`src/rtl/uart_tx_fifo_if.sv`:
```
// Write/status bundle between the memory-mapped UART strobe logic and the TX block.
interface uart_tx_fifo_if #(
   parameter int unsigned DATA_BITS = 8,
   parameter int unsigned LW        = 5
);
   logic                 wr_en;
   logic [DATA_BITS-1:0] wr_data;
   logic                 clr_ovf;
   logic                 full;
   logic                 empty;
   logic [LW-1:0]        level;
   logic                 overflow;
   logic                 busy;
   logic                 TXD;

   modport master (
      output wr_en, wr_data, clr_ovf,
      input  full, empty, level, overflow, busy, TXD
   );

   modport slave (
      input  wr_en, wr_data, clr_ovf,
      output full, empty, level, overflow, busy, TXD
   );
endinterface

```
`src/rtl/uart_tx_fifo.sv`:
```
// UART transmitter with TX FIFO, configurable framing and polled status flags.
module uart_tx_fifo #(
   parameter int unsigned DIVISOR    = 868,
   parameter int unsigned DATA_BITS  = 8,
   parameter int unsigned PARITY     = 0,
   parameter int unsigned STOP_BITS  = 1,
   parameter int unsigned FIFO_DEPTH = 16,
   parameter int unsigned LW         = $clog2(FIFO_DEPTH) + 1
) (
   input logic           CLK,
   input logic           RST,
   uart_tx_fifo_if.slave bus
);
   localparam int unsigned AW = $clog2(FIFO_DEPTH);
   localparam int unsigned CW = $clog2(DIVISOR);
   localparam int unsigned BW = $clog2(DATA_BITS);
   localparam logic [CW-1:0] BAUD_RELOAD = CW'(DIVISOR - 1);

   typedef enum logic [2:0] {
      S_IDLE,
      S_START,
      S_DATA,
      S_PARITY,
      S_STOP
   } state_e;

   logic [DATA_BITS-1:0] mem_q [FIFO_DEPTH];
   logic [AW-1:0]        wptr_q;
   logic [AW-1:0]        rptr_q;
   logic [LW-1:0]        level_q;
   logic [LW-1:0]        level_d;
   logic                 full_q;
   logic                 empty_q;
   logic                 ovf_q;
   logic                 ovf_d;
   logic                 busy_q;
   logic                 busy_d;

   state_e               state_q;
   logic [CW-1:0]        baud_q;
   logic [BW-1:0]        bit_q;
   logic [DATA_BITS-1:0] shift_q;
   logic                 par_q;
   logic                 txd_q;

   logic                 push_c;
   logic                 pop_c;
   logic                 bit_end_c;
   logic                 stop_last_c;
   logic                 idle_next_c;
   logic [DATA_BITS-1:0] head_c;
   logic                 head_par_c;

   // Handshake decode; full/empty are the registered values from the start of the cycle.
   always_comb begin
      push_c      = bus.wr_en && !full_q;
      bit_end_c   = (baud_q == '0);
      stop_last_c = (state_q == S_STOP) && bit_end_c && (bit_q == BW'(STOP_BITS - 1));
      pop_c       = ((state_q == S_IDLE) || stop_last_c) && !empty_q;
      idle_next_c = !pop_c && ((state_q == S_IDLE) || stop_last_c);
      head_c      = mem_q[rptr_q];
      head_par_c  = (^head_c) ^ (PARITY == 1);

      level_d = level_q;
      if (push_c && !pop_c) begin
         level_d = level_q + LW'(1);
      end else if (!push_c && pop_c) begin
         level_d = level_q - LW'(1);
      end

      // A dropped write outranks a clear in the same cycle.
      ovf_d = ovf_q;
      if (bus.wr_en && full_q) begin
         ovf_d = 1'b1;
      end else if (bus.clr_ovf) begin
         ovf_d = 1'b0;
      end

      busy_d = !idle_next_c || (level_d != '0);
   end

   // Storage array carries no reset; validity is tracked by the pointers and level.
   always_ff @(posedge CLK) begin
      if (push_c) begin
         mem_q[wptr_q] <= bus.wr_data;
      end
   end

   always_ff @(posedge CLK) begin
      if (RST) begin
         wptr_q  <= '0;
         rptr_q  <= '0;
         level_q <= '0;
         full_q  <= 1'b0;
         empty_q <= 1'b1;
         ovf_q   <= 1'b0;
         busy_q  <= 1'b0;
      end else begin
         if (push_c) begin
            wptr_q <= wptr_q + AW'(1);
         end
         if (pop_c) begin
            rptr_q <= rptr_q + AW'(1);
         end
         level_q <= level_d;
         full_q  <= (level_d == LW'(FIFO_DEPTH));
         empty_q <= (level_d == '0);
         ovf_q   <= ovf_d;
         busy_q  <= busy_d;
      end
   end

   // Frame sequencer; TXD is updated only on bit boundaries from a register.
   always_ff @(posedge CLK) begin
      if (RST) begin
         state_q <= S_IDLE;
         baud_q  <= '0;
         bit_q   <= '0;
         shift_q <= '0;
         par_q   <= 1'b0;
         txd_q   <= 1'b1;
      end else begin
         if (state_q != S_IDLE) begin
            baud_q <= bit_end_c ? BAUD_RELOAD : baud_q - CW'(1);
         end
         case (state_q)
            S_IDLE: begin
               if (pop_c) begin
                  state_q <= S_START;
                  baud_q  <= BAUD_RELOAD;
                  shift_q <= head_c;
                  par_q   <= head_par_c;
                  txd_q   <= 1'b0;
               end
            end
            S_START: begin
               if (bit_end_c) begin
                  state_q <= S_DATA;
                  bit_q   <= '0;
                  txd_q   <= shift_q[0];
                  shift_q <= shift_q >> 1;
               end
            end
            S_DATA: begin
               if (bit_end_c) begin
                  if (bit_q == BW'(DATA_BITS - 1)) begin
                     bit_q <= '0;
                     if (PARITY != 0) begin
                        state_q <= S_PARITY;
                        txd_q   <= par_q;
                     end else begin
                        state_q <= S_STOP;
                        txd_q   <= 1'b1;
                     end
                  end else begin
                     bit_q   <= bit_q + BW'(1);
                     txd_q   <= shift_q[0];
                     shift_q <= shift_q >> 1;
                  end
               end
            end
            S_PARITY: begin
               if (bit_end_c) begin
                  state_q <= S_STOP;
                  txd_q   <= 1'b1;
               end
            end
            S_STOP: begin
               if (bit_end_c) begin
                  if (bit_q == BW'(STOP_BITS - 1)) begin
                     bit_q <= '0;
                     // Chain straight into the next start bit when data is waiting.
                     if (pop_c) begin
                        state_q <= S_START;
                        shift_q <= head_c;
                        par_q   <= head_par_c;
                        txd_q   <= 1'b0;
                     end else begin
                        state_q <= S_IDLE;
                        baud_q  <= '0;
                     end
                  end else begin
                     bit_q <= bit_q + BW'(1);
                  end
               end
            end
            default: begin
               state_q <= S_IDLE;
               txd_q   <= 1'b1;
            end
         endcase
      end
   end

   assign bus.full     = full_q;
   assign bus.empty    = empty_q;
   assign bus.level    = level_q;
   assign bus.overflow = ovf_q;
   assign bus.busy     = busy_q;
   assign bus.TXD      = txd_q;
endmodule

```
`src/flat_wrapper.sv`:
```
// flat-port wrapper written by rule: the top's interface ports become plain ports
module uart_tx_fifo_flat 
#(
   parameter int unsigned DIVISOR    = 868,
   parameter int unsigned DATA_BITS  = 8,
   parameter int unsigned PARITY     = 0,
   parameter int unsigned STOP_BITS  = 1,
   parameter int unsigned FIFO_DEPTH = 16,
   parameter int unsigned LW         = $clog2(FIFO_DEPTH) + 1
)
  (CLK, RST, bus_wr_en, bus_wr_data, bus_clr_ovf, bus_full, bus_empty, bus_level, bus_overflow, bus_busy, bus_TXD);
  uart_tx_fifo_if #(.DATA_BITS(DATA_BITS), .LW(LW)) bus_i ();
  input logic CLK;
  input logic RST;
  input wire logic [$bits(bus_i.wr_en)-1:0] bus_wr_en;
  input wire logic [$bits(bus_i.wr_data)-1:0] bus_wr_data;
  input wire logic [$bits(bus_i.clr_ovf)-1:0] bus_clr_ovf;
  output wire logic [$bits(bus_i.full)-1:0] bus_full;
  output wire logic [$bits(bus_i.empty)-1:0] bus_empty;
  output wire logic [$bits(bus_i.level)-1:0] bus_level;
  output wire logic [$bits(bus_i.overflow)-1:0] bus_overflow;
  output wire logic [$bits(bus_i.busy)-1:0] bus_busy;
  output wire logic [$bits(bus_i.TXD)-1:0] bus_TXD;
  assign bus_i.wr_en = bus_wr_en;
  assign bus_i.wr_data = bus_wr_data;
  assign bus_i.clr_ovf = bus_clr_ovf;
  assign bus_full = bus_i.full;
  assign bus_empty = bus_i.empty;
  assign bus_level = bus_i.level;
  assign bus_overflow = bus_i.overflow;
  assign bus_busy = bus_i.busy;
  assign bus_TXD = bus_i.TXD;
  uart_tx_fifo #(.DIVISOR(DIVISOR), .DATA_BITS(DATA_BITS), .PARITY(PARITY), .STOP_BITS(STOP_BITS), .FIFO_DEPTH(FIFO_DEPTH), .LW(LW)) u_core (.CLK(CLK), .RST(RST), .bus(bus_i));
endmodule
```
`config.mk`:
```
export PLATFORM = sky130hd
export DESIGN_NAME = uart_tx_fifo_flat
export DESIGN_NICKNAME = d
export VERILOG_FILES = /design/src/rtl/uart_tx_fifo_if.sv /design/src/rtl/uart_tx_fifo.sv /design/src/flat_wrapper.sv
export SDC_FILE = /design/constraint.sdc
export NUM_CORES = 1
export LEC_CHECK = 0
export ABC_AREA = 1
export CORE_ASPECT_RATIO = 1.4
export CORE_MARGIN = 2
export CORE_UTILIZATION = 30
export DETAILED_ROUTE_END_ITERATION = 16
export SETUP_SLACK_MARGIN = 0.4
export SYNTH_ARGS = -nofsm -noshare
export SYNTH_HDL_FRONTEND = slang
export SYNTH_SLANG_ARGS = --single-unit
```
`constraint.sdc`:
```
create_clock -name CLK -period 4.38 [get_ports CLK]
set_input_delay 1.314 -clock CLK [delete_from_list [all_inputs] [get_ports CLK]]
set_output_delay 1.314 -clock CLK [all_outputs]
set_load 0.03 [all_outputs]
```
# Yosys cells after proc, flatten, opt, wreduce, memory -nomap -nowiden
# Memory sizes are Yosys's and may differ from the RTL's. A register that Yosys moved wholly into a read port is not among the register bits.
# Index checks and enable logic that the tools add are counted.
# totals
ram_bits	128
out_inout_bits	10
latchBits	0
wordCells	106
reg_bits	42
rom_bits	0
memories	1
# memory_table
name	depth	word_bits	read_ports	rd_clocked_by_memory_dff	write_ports	line	source
u_core.mem_q	16	8	1	1	1	uart_tx_fifo.sv:27	logic [DATA_BITS-1:0] mem_q [FIFO_DEPTH];
# classes
n_reduce_logical	28
n_mux	45
n_lt_le_gt_ge	0
eq_ne	14
shifts	0
n_bitwise	0
n_mul	0
add_sub_neg	6
n_div	0
# ops
operator	n
$mux 10	6
$mux 8	6
$mux 3	12
$pmux 8 s4	1
$pmux 10 s2	1
$pmux 3 s5	1
$mux 1	12
$ne 2x1->1 const B	6
$logic_not 10->1	1
$mux 5	2
$sub 10x1->10 const B	1
$pmux 3 s3	1
$add 4x1->4 const B	2
$logic_and 1x1->1	8
$mux 4	2
$reduce_and 7->1	1
$eq 3x2->1 const B	2
$eq 3x3->1 const B	2
$logic_not 3->1	2
$reduce_and 6->1	1
$reduce_bool 3->1	2
$add 5x1->5 const B	1
$eq 5x5->1 const B	1
$logic_not 1->1	5
other kinds (12)	14

# Longest topological paths before layout
# depth
ltp_word	10
mapped_depth	15
ltp_nobuf	15

# Least setup slack after synthesis
# OpenSTA, ideal clock, no wires.
# synth_timing
path_kind	input port to flip-flop
start	input port bus_wr_en
end	memory u_core.mem_q[11][0] (enable)
setup_time_ns	0.370
t_arrival_ns	2.355
setup_slack_ns	1.655
cell_stages	6
cell_sequence	inv_1 -> nor2_2 -> inv_1 -> nor2_1 -> nand2_1 -> nor2_1
# synth_between
elab_chain_len	3
# synth_rtl
item	line	source
start: declaration	flat_wrapper.sv:15	input wire logic [$bits(bus_i.wr_en)-1:0] bus_wr_en;
$logic_and 1x1->1	uart_tx_fifo.sv:56	push_c = bus.wr_en && !full_q;
$mux 1	uart_tx_fifo.sv:84	if (push_c) begin
$mux 1 (not written as such)	uart_tx_fifo.sv:85	mem_q[wptr_q] <= bus.wr_data;
end: declaration	uart_tx_fifo.sv:27	
# Every way passes these cells.

# Final worst setup path
# Same ends and word-level chain as after synthesis.

==> run summary <==
For the total core area, the log shows 24060 um2. The post-synth net total is 704, and the adder-cell share of the synthesized area is 1.871%. On the final layout, the worst hold slack is 0.4681 ns. The tools report the sink count of the clock tree as 174. Dividing the final minimum period by the clock period gives 73.30%.

The average wire per cell in the routed design is 16.67 um, and the number of failing setup endpoints in the final timing report is 0. The HPWL after detailed placement is 11320 um. Summing the areas of all compound-gate instances in the mapped netlist gives 12.76% of the synthesized area. The count of instances resized after the clock tree is built is 0, and the number of cells in the finished layout apart from fillers is 1020. The clock network accounts for 27.3% of the total power. The logs give 5023 for the number of global-route vias before repair and 0.8389 for the final estimated routing congestion in global placement. The number of input and output port buffers inserted came out at 21. In this run the post-CTS setup repair buffer count came out at 0. The share of total power consumed by net switching was 37.78%. Measured along the x axis, the die boundary spans 136.3 um.

The number of clock buffers added by TritonCTS is 17. In this run the deepest clock path goes through 2 buffers. Counting I/O delays and the setup requirement, the final critical path takes 3.211 ns. In this run the power spent charging and discharging nets is 1985 uW.

The clock root buffer is clkbuf_16. For this run, the number of Yosys warnings is 0. The first global-routing pass estimated 26970 um of wire. The count of nets left with antenna violations once routing finished came out at 0. In this run, distinct cell masters in the synthesized netlist total 40. For the sequential share of the synthesized area, the log shows 64.78%. The fraction of registers with async set/reset is 0%, and the internal power is 3269 uW. Sequential cells account for 38.8% of the total power. On the final layout, the worst clock skew is 0.01057 ns.

Setup repair after global routing left no endpoint under its margin. The data arrival time of the worst path was 3.27 ns; the number of storage elements in the synthesis netlist was 174. The startpoint kind of the worst setup timing path was a primary input. The tools report the initial detailed-routing violation count as 418. Wire length after detailed routing: 17010 um. Along the worst path, the maximum fanout reaches 9. The run gives 15.67% as the met1 track utilization from global routing.

The number of enable-type register cells in the synthesized netlist works out to 128. Global routing used 13.80% of the available tracks. The mean number of vias per cell came out at 4.904.

For the post-synthesis instance total, the log shows 681. At the worst endpoint, the required time is 4.43 ns. For the worst-skew pair, the clock arrives at the later sink with an insertion delay of 0.43 ns. The filler cells instantiated in the layout total 2363.

After synthesis, the mean cell area works out to 10.80 um2. The number of endpoints with negative hold slack in the final report came out at 0. The effective utilization at floorplan came out at 30.57%. The number of antenna violations at the first check in global routing came out at 0. Entering global routing, the biggest net connects 65 pins. Combinational cells account for 34.0% of the total power. After global routing the overflow that remains totals 0.

After Yosys synthesis, XOR and XNOR cells account for 1.310% of the synthesized area. The worst-case vdd ir drop was 0.3740 mV. For this run, the share of the core covered by cells in the final layout is 35.03%. The ratio of cells with drive above 1 in the final layout came out at 8.873%. Static timing analysis puts the maximum clock frequency at 311.5 MHz. The logs give 988 for the cell count after placement and 0 for the number of inserted diodes. The run gives 2.383% as the met3 track demand over resource. Clock-pin slew was measured on the worst setup and hold paths at 0.07 ns. Number of H-tree levels: 4.

The tools report the max-slew headroom at the worst pin as 35.36%. The kind of end point of the critical path is a flip-flop. Dominant synthesized flop cell: edfxtp_1.

Met2 capacity usage during global routing: 24.86%. The busiest metal layer after global routing is met2. The synthesized netlist devotes 15.33% of its cell area to simple gates. The number of pins exceeding their max-slew limit in the final report was 0; the leakage power was 0.002946 uW. Across the run, the number of max-cap violations was 0.

In this run the core area contains 67 standard-cell rows. The first TritonRoute pass finished after 5 iterations. The run finished with clean final reports.

For the overall die area, the log shows 25800 um2. Of the post-synthesis cell area, the part taken by muxes is 0%. For this run, the post-layout net count is 720. The die is 189.3 um tall.

In this run, post-CTS hold repair placed 0 buffers. Type of the most critical hold path: flip-flop to flip-flop. The layout-stage area growth over the synthesis result works out to 14.60%.

TritonCTS built the clock tree. Summing over every cut layer, the via total after detailed routing is 5002. The mapped netlist covers 7355 um2. By area, the combinational part of the netlist is dominated by simple AND/OR/NAND/NOR gates. At the pin with the least slew margin, the transition time is 0.9681 ns.

The worst setup path is of the primary input to flip-flop kind. The residual DRC count is 0, and the power density relative to cell area is 623.3 nW/um2. The I/O pin total is 22, and the accumulated negative setup slack is 0 ns.
per-stage QoR:
step                      setup WS, ns  power [uW]  instance area [um2]
after detailed placement        0.7423        3850                 7868
final                            1.169        5254                 8428
after global placement          0.7990        3836                 7868
after global routing            0.9711        5566                 8428
after CTS                        1.198        5288                 8428
after floorplan                  1.655        3355                 7355
sequential cells by signal (all words and copies together), names as in the netlist, named ones only:
| signal | count |
|---|---|
| u_core.bus.level | 5 |
| u_core.state_q | 3 |
| u_core.rptr_q | 4 |
| u_core.bus.empty | 1 |
| u_core.shift_q | 8 |
| u_core.bus.overflow | 1 |
| u_core.mem_q | 128 |
| u_core.bus.full | 1 |
| u_core.bus.busy | 1 |
| u_core.bit_q | 3 |
| u_core.wptr_q | 4 |
| u_core.bus.TXD | 1 |
| u_core.baud_q | 10 |
synth_stat cells, types with 2 or more instances:
| master | number | area [um2] |
|---|---|---|
| a211oi_1 | 3 | 22.52 |
| a21oi_1 | 26 | 130.1 |
| a31oi_1 | 7 | 43.79 |
| buf_2 | 3 | 15.01 |
| clkbuf_1 | 24 | 90.09 |
| dfxtp_1 | 46 | 920.9 |
| edfxtp_1 | 128 | 3844 |
| ha_1 | 11 | 137.6 |
| inv_1 | 41 | 153.9 |
| inv_2 | 3 | 11.26 |
| nand2_1 | 65 | 244.0 |
| nand2_2 | 2 | 12.51 |
| nand2_4 | 5 | 56.30 |
| nand3_1 | 23 | 115.1 |
| nand3_2 | 2 | 20.02 |
| nand4_1 | 5 | 31.28 |
| nor2_1 | 135 | 506.7 |
| nor2_2 | 4 | 25.02 |
| nor2_4 | 3 | 33.78 |
| nor3_1 | 3 | 15.01 |
| o211ai_1 | 2 | 15.01 |
| o21ai_0 | 76 | 380.4 |
| o21ai_1 | 8 | 40.04 |
| o221ai_1 | 25 | 219.0 |
| o22ai_1 | 7 | 43.79 |
| xnor2_1 | 3 | 26.28 |
| xor2_1 | 8 | 70.07 |
layout by cell type, fill, tap and decap left out, types with 2 or more instances in the layout:
| master | count |
|---|---|
| inv_2 | 3 |
| nand4_1 | 5 |
| xnor2_1 | 3 |
| buf_4 | 4 |
| o22ai_1 | 7 |
| dfxtp_1 | 45 |
| nor2_2 | 4 |
| nand3_1 | 23 |
| clkdlybuf4s50_1 | 21 |
| o211ai_1 | 2 |
| nor2_4 | 3 |
| a31oi_1 | 7 |
| clkinvlp_4 | 2 |
| inv_6 | 5 |
| o21ai_0 | 76 |
| xor2_1 | 8 |
| ha_1 | 11 |
| o21ai_1 | 8 |
| o221ai_1 | 25 |
| nor3_1 | 3 |
| inv_1 | 41 |
| clkbuf_16 | 17 |
| a21oi_1 | 26 |
| clkinv_2 | 4 |
| nand2_2 | 2 |
| nand3_2 | 2 |
| nand2_1 | 65 |
| edfxtp_1 | 128 |
| nor2_1 | 135 |
| clkinv_4 | 4 |
| a211oi_1 | 3 |
| nand2_4 | 5 |
logic make-up after synthesis:
| family | after synthesis |
|---|---|
| AOI/OAI and AO/OA | 159 |
| xor gates and xnor gates | 11 |
| DFF | 174 |
| and+or+nand+nor | 253 |
| buffers and inverters | 73 |
| adders and majority gates | 11 |
routing by layer:
metal  vias up  share of wire (%)
li1       2444                  -
met2       122                 52
met4         0                2.8
met1      2406                 41
met5         -                  0
met3        30                3.8
critical path: stages:
cell and delay (ns):
clkdlybuf4s50_1 0.48, inv_1 0.05, nor2_2 0.29, inv_1 0.23
nor2_1 0.22, nand2_1 0.12, nor2_1 0.55
layout make-up:
| type | count | area [um2] | share of cell area (%) |
|---|---|---|---|
| flip-flops and latches | 174 | 4766 | 56.55 |
| multi-input cells | 434 | 2300 | 27.29 |
| clock buffers | 17 | 425.4 | 5.048 |
| well taps | 310 | 387.9 | 4.602 |
| repair buffers | 25 | 240.2 | 2.850 |
| inverters | 45 | 173.9 | 2.064 |
| clock inverters | 15 | 135.1 | 1.603 |
power by group through the flow:
stage | combinational (uW) | sequential, uW | clock [uW]
floorplan | 1260 | 2090 | 0
detailed placement | 1780 | 2070 | 0
finish | 1780 | 2040 | 1430
CTS | 1790 | 2040 | 1460
global placement | 1770 | 2070 | 0
global route | 1980 | 2050 | 1530
worst paths after layout:
check	start	cells past startpoint	to	slack, ns
worst max-delay path	bus_wr_en	7	u_core.mem_q[11][0]	1.17
worst min-delay path	u_core.bus.overflow	2	u_core.bus.overflow	0.47
worst max register to register	flip-flop	8	u_core.shift_q[7]	1.91
worst min register to register	u_core.bus.overflow	2	u_core.bus.overflow	0.47
(Power assumes the default switching activity.)
